==> src/rtl/div8s4_seq.sv <==
// Sequential signed 8-by-4 divider: restoring division on magnitudes over
// eight cycles, then one cycle of sign correction and special-case handling.
module div8s4_seq (
  input  logic       clk,
  input  logic       rst_n,
  input  logic       in_valid,
  output logic       in_ready,
  input  logic [7:0] dividend,
  input  logic [3:0] divisor,
  output logic       out_valid,
  input  logic       out_ready,
  output logic [7:0] quot,
  output logic [3:0] rem,
  output logic       dbz,
  output logic       ovf
);

  // Handshake: a pair is taken on a rising edge with in_valid && in_ready;
  // a result is consumed on a rising edge with out_valid && out_ready.
  typedef enum logic [1:0] {IDLE, CALC, FIX, DONE} state_t;

  state_t     state, state_nxt;
  logic [7:0] a_reg;
  logic [3:0] b_reg;
  logic       sign_a, sign_b;
  logic [7:0] q_sh;
  logic [3:0] b_mag;
  logic [4:0] p_rem;
  logic [2:0] cnt;

  logic       accept;
  logic [7:0] a_abs;
  logic [3:0] b_abs;
  logic [5:0] r_shift;
  logic [4:0] trial;
  logic       take;

  assign accept    = (state == IDLE) && in_valid;
  assign in_ready  = (state == IDLE);
  assign out_valid = (state == DONE);

  // |-128| wraps to 8'h80, which is exactly 128 as an unsigned magnitude.
  assign a_abs = dividend[7] ? (~dividend + 8'd1) : dividend;
  assign b_abs = divisor[3]  ? (~divisor + 4'd1)  : divisor;

  assign r_shift = {p_rem, q_sh[7]};
  assign take    = (r_shift >= {2'b00, b_mag});
  assign trial   = r_shift[4:0] - {1'b0, b_mag};

  always_ff @(posedge clk or negedge rst_n) begin
    if (!rst_n) state <= IDLE;
    else        state <= state_nxt;
  end

  always_comb begin
    state_nxt = state;
    case (state)
      IDLE: if (in_valid) state_nxt = CALC;
      CALC: if (cnt == 3'd7) state_nxt = FIX;
      FIX:  state_nxt = DONE;
      DONE: if (out_ready) state_nxt = IDLE;
      default: state_nxt = IDLE;
    endcase
  end

  always_ff @(posedge clk or negedge rst_n) begin
    if (!rst_n) begin
      a_reg  <= 8'h00;
      b_reg  <= 4'h0;
      sign_a <= 1'b0;
      sign_b <= 1'b0;
      q_sh   <= 8'h00;
      b_mag  <= 4'h0;
      p_rem  <= 5'h00;
      cnt    <= 3'd0;
      quot   <= 8'h00;
      rem    <= 4'h0;
      dbz    <= 1'b0;
      ovf    <= 1'b0;
    end else begin
      if (accept) begin
        a_reg  <= dividend;
        b_reg  <= divisor;
        sign_a <= dividend[7];
        sign_b <= divisor[3];
        q_sh   <= a_abs;
        b_mag  <= b_abs;
        p_rem  <= 5'h00;
        cnt    <= 3'd0;
      end else if (state == CALC) begin
        // q_sh shifts dividend bits out at the top and quotient bits in at the bottom
        q_sh  <= {q_sh[6:0], take};
        p_rem <= take ? trial : r_shift[4:0];
        cnt   <= cnt + 3'd1;
      end else if (state == FIX) begin
        if (b_reg == 4'h0) begin
          quot <= 8'hFF;
          rem  <= a_reg[3:0];
          dbz  <= 1'b1;
          ovf  <= 1'b0;
        end else if (a_reg == 8'h80 && b_reg == 4'hF) begin
          quot <= 8'h80;
          rem  <= 4'h0;
          dbz  <= 1'b0;
          ovf  <= 1'b1;
        end else begin
          quot <= (sign_a ^ sign_b) ? -q_sh : q_sh;
          rem  <= sign_a ? -p_rem[3:0] : p_rem[3:0];
          dbz  <= 1'b0;
          ovf  <= 1'b0;
        end
      end
    end
  end

endmodule

==> config.mk <==
export PLATFORM = sky130hd
export DESIGN_NAME = div8s4_seq
export DESIGN_NICKNAME = d
export VERILOG_FILES = /design/src/rtl/div8s4_seq.sv
export SDC_FILE = /design/constraint.sdc
export NUM_CORES = 1
export LEC_CHECK = 0
export BUFFER_PORTS_ARGS = -buffer_cell sky130_fd_sc_hd__clkbuf_2
export CORE_ASPECT_RATIO = 2
export CORE_MARGIN = 2
export CORE_UTILIZATION = 40
export DETAILED_ROUTE_END_ITERATION = 8
export PLACE_DENSITY = 0.65
export SKIP_CTS_REPAIR_TIMING = 1
export SYNTH_ARGS = -nofsm -noshare
export SYNTH_HDL_FRONTEND = slang
export SYNTH_SLANG_ARGS = --single-unit
export TNS_END_PERCENT = 10
==> constraint.sdc <==
create_clock -name clk -period 2.15 [get_ports clk]
set_input_delay 0 -clock clk [delete_from_list [all_inputs] [get_ports clk]]
set_output_delay 0 -clock clk [all_outputs]
set_load 0.005 [all_outputs]
-- Word level (Yosys, flattened, before mapping)
Cells that the tools add are included.
W data, S select, Z words.
- reductions and logical operators: 7
- $add $sub $neg: 6
- multiplexer cells: 22
- bitwise operators: 5
- equality and inequality tests: 9
- $lt $le $gt $ge: 1
- operator list (kind ; number):
    $mux W8 ; 6
    $mux W4 ; 4
    $mux W5 ; 3
    $add A8 B1 Y8 const B ; 1
    $eq A8 B8 Y1 const B ; 1
    $neg A8 Y8 ; 1
    $not A8 Y8 ; 1
    $pmux W2 S4 ; 1
    $ge A6 B4 Y1 ; 1
    $mux W2 ; 3
    $mux W3 ; 2
    $reduce_and A3 Y1 ; 2
    $sub A5 B4 Y5 ; 1
    $add A4 B1 Y4 const B ; 1
    $eq A2 B2 Y1 const B ; 2
    $eq A4 B4 Y1 const B ; 1
    $logic_not A4 Y1 ; 1
    $ne A2 B2 Y1 const B ; 2
    $neg A4 Y4 ; 1
    $not A4 Y4 ; 1
    $add A3 B1 Y3 const B ; 1
    $eq A3 B3 Y1 const B ; 1
    $mux W1 ; 3
    $eq A2 B1 Y1 const B ; 1
    other kinds (6) ; 8
- output and inout port bits: 16
- word-level logic and storage cells: 63
- register bits after elaboration: 50

-- Depth between registers and ports, before layout
- word-level depth: 4
- mapped depth: 8
- gate-level depth less buffers: 8

-- Least setup slack after synthesis
No wires, ideal clock.
- kind: reg-to-reg
- from: register q_sh[7]
- to: register p_rem[3]
- cell stages (with the launch flop): 9
- path buffers: 0
- slack: 0.147 ns
- arrival: 1.879 ns
- library setup time: 0.124 ns
- cells stage by stage: dfrtp_1 > inv_1 > ha_1 > inv_1 > fa_1 > a21o_1 > a21oi_2 > a211oi_1 > o31a_1
- word-level cells in the longest chain between the ends: 4
- elaborated cells on any way between the ends: 5
- classes of those cells: 1 x add/sub; 1 x order compare; 3 x mux
- RTL lines (element ; RTL line ; text):
    start, declared ; 26 ; logic [7:0] q_sh;
    start signal, assigned ; 86 ; q_sh <= a_abs;
    start signal, assigned ; 92 ; q_sh <= {q_sh[6:0], take};
    $sub A5 B4 Y5 / $ge A6 B4 Y1 (equally long branches) ; 48, 47 ;
    $mux W5 * ; 93 ; p_rem <= take ? trial : r_shift[4:0];
    $mux W5 * ; 90 ; end else if (state == CALC) begin
    $mux W5 * ; 81 ; if (accept) begin
    end signal, assigned ; 93 ;
    end, declared ; 28 ; logic [4:0] p_rem;
Mark *: on every way between the ends. The rest lies on a longest branch, timed or not. The select of a mux whose other input is x is not followed.
A chain may end at the register's enable or synchronous reset.

-- Final worst setup path
- from: register q_sh[7]
- to: register p_rem[4]
Same word-level chain as after synthesis.

==> run_results.csv <==
group,metric,value,unit
sta,worstMarginPinSlew,0.660,ns
placement,place_hpwl,4.13,mm
finish,nNetsFinal,350,
placement,gp_congestion,0.848,
sta,finalClockSkew,0.00693,ns
sta,slew_headroom,56.0,%
sta,hold-worst-slack,-0.0375,ns
pwr,leakagePower,1.52,nW
yosys,synth_edf_count,0,
yosys,synth_cell_types,49,
yosys,seq_area_frac_synth,44.0,%
grt,grt_usage,16.4,%
routing,vias_per_cell,5.19,
status,violations,"hold timing",
hold_path,hold_depth,3,
placement,dp.cells,396,
routing,wl_per_cell,13.4,um
finish,diodes,0,
clock_network,insertion_delay,0.28,ns
yosys,syn-instance-count,278,
routing,drtIter0Drc,107,
grt,grt_pass1_wl,9.38,mm
clock_network,cts_tree,"built",
clock_network,clockBufferDepth,2,
clock_network,ctsRootBufferMaster,"clkbuf_16",
sta,finalHoldViolations,3,
finish,final_cell_area,3180,um^2
yosys,yosys.cell_count.top_type,"dfrtp_1",
floorplan,initial_core_util,41.0,%
sta,rsz0062_at_grt,"no",
grt,grt_max_degree,32,
routing,ant_nets,0,
routing,drt-total-wl,5.47,mm
grt,antenna_found_initial,0,
sta,fin_crit_sh,93.2,%
floorplan,rows,42,
yosys,synth-seq-cells,47,
yosys,synthTopCellsByArea,"dfrtp_1, ha_1, nand2_1",
hold_path,holdPathEnd,"a_reg[6]",
yosys,syn_avg_cell_area,9.61,um^2
grt,overflow,0,
clock_network,path_clk_slew,0.06,ns
finish,areaGrowthSynthToFinish,19.1,%
critical_path,path_max_fanout,9,
finish,nFillCells,647,
yosys,syn_nets,309,
sta,period_needed,2.00,ns
finish,final_cells,408,
floorplan,die-width,61.8,um
floorplan,die_area,7390,um^2
routing,drc_errors,0,
critical_path,timing.rr.end,"p_rem[4]",
status,status,"finished, violations left",
floorplan,die_h,120,um
sta,finalSetupViolations,0,
sta,drv_slew,0,
critical_path,end_kind,"flop",
critical_path,rrSetupSlack,0.15,ns
critical_path,reg2reg_from,"q_sh[7]",
hold_path,holdCritStartpoint,"dividend[6]",
critical_path,ff2ff_path_depth,9,
floorplan,core_area,6520,um^2
yosys,synth-main-ff-cell,"dfrtp_1",
critical_path,worstPathRequired,2.35,ns
routing,drtPass1Iterations,4,
clock_network,htree_levels,2,
placement,portBuffers,31,
grt,grt_pass1_vias,2089,
yosys,yosys_warnings,0,
sta,setup_tns,0,ns
critical_path,start_kind,"flop",
yosys,synth_commonest_cells,"dfrtp_1, nand2_1, inv_1",
yosys,synth_area,2670,um^2
clock_network,clkSinkCount,47,
critical_path,critical_path_class,"reg -> reg",
run,max-cap-violations,0,
hold_path,hold_path_class,"in -> reg",
yosys,async_flop_share,100,%
critical_path,cp.arrival,2.20,ns
pwr,power.total,5.07,mW
pwr,ir_drop,0.779,mV
clock_network,numCtsBuffers,5,
pwr,p_per_area,1590,nW/um^2
floorplan,ios,32,
finish,drive_gt1_share,16.9,%
routing,vias,2119,
placement,placed_cell_area,2970,um^2
yosys,yosys.area.top_type_share,44.0,%
sta,timing.fmax,499,MHz
yosys,yosysTopAreaCell,"dfrtp_1",
## metal layers
layer	GRT usage, %	share of wire, %	wire (um)	vias up
met5	0	0	0	-
met4	4.79	1.4	76	0
met3	3.45	3.7	204	11
met2	26.0	50	2730	52
met1	22.3	45	2460	1000
li1	-	-	-	1056
## through the flow
step	hold WS (ns)	util (%)	worst slack, ns
3_5_place_dp	0.0441	45.5	0.129
3_3_place_gp	0.0313	45.5	0.206
6_report	-0.0375	48.8	0.146
4_1_cts	-0.264	48.2	0.130
2_1_floorplan	-0.296	-	0.147
5_1_grt	0.00218	48.8	0.0365
## logic make-up (layout without fill, tap and decap cells)
logic type,after synthesis,count (layout),synth area share (%)
and+or+nand+nor,88,88,17.4
adders and majority gates,15,15,7.31
buffers and inverters,40,82,5.62
muxes,8,8,3.00
AOI/OAI and AO/OA,62,62,16.8
DFF,47,47,44.0
xor gates and xnor gates,18,18,5.90
## cell usage in the layout (no fill, tap or decap), types with 8 or more instances in the layout
cell,instances
dfrtp_1,47
nand2_1,39
clkbuf_2,31
inv_1,30
xnor2_1,16
ha_1,14
o21ai_1,10
nor2_1,10
buf_4,9
mux2i_1,8
a21oi_1,8
## worst max path at each step
stage                  from       end  cells past startpoint
floorplan           q_sh[7]  p_rem[3]                      8
global placement    q_sh[7]   q_sh[0]                      9
detailed placement  q_sh[7]  p_rem[4]                      9
CTS                 q_sh[7]  p_rem[4]                      9
global route        q_sh[7]  p_rem[1]                      9
finish              q_sh[7]  p_rem[4]                      9
## where the power goes
| part | switching, mW | internal [mW] | total, mW | leakage (nW) |
|---|---|---|---|---|
| clock | 0.315 | 0.578 | 0.893 | 0.0868 |
| sequential | 0.381 | 1.31 | 1.69 | 0.581 |
| combinational | 1.32 | 1.17 | 2.48 | 0.856 |
## final cells by class
cell class / count / area (um^2) / share of cell area (%)
multi-input combinational: 191 / 1350 / 42.3
sequential: 47 / 1180 / 37.0
timing repair buffer: 44 / 263 / 8.26
clock buffer: 6 / 139 / 4.37
inverter: 30 / 113 / 3.54
tap: 88 / 110 / 3.46
clock inverter: 2 / 35.0 / 1.10
## worst max-delay path, cell delays in order, from the launching register on
cell and delay (ns):
dfrtp_1 0.40, inv_1 0.09, ha_1 0.16, inv_1 0.05
fa_1 0.41, a21o_1 0.19, a21oi_2 0.14, buf_4 0.17
xnor2_1 0.07, a211oi_1 0.23
No activity file was read; power rests on OpenSTA's default activity.
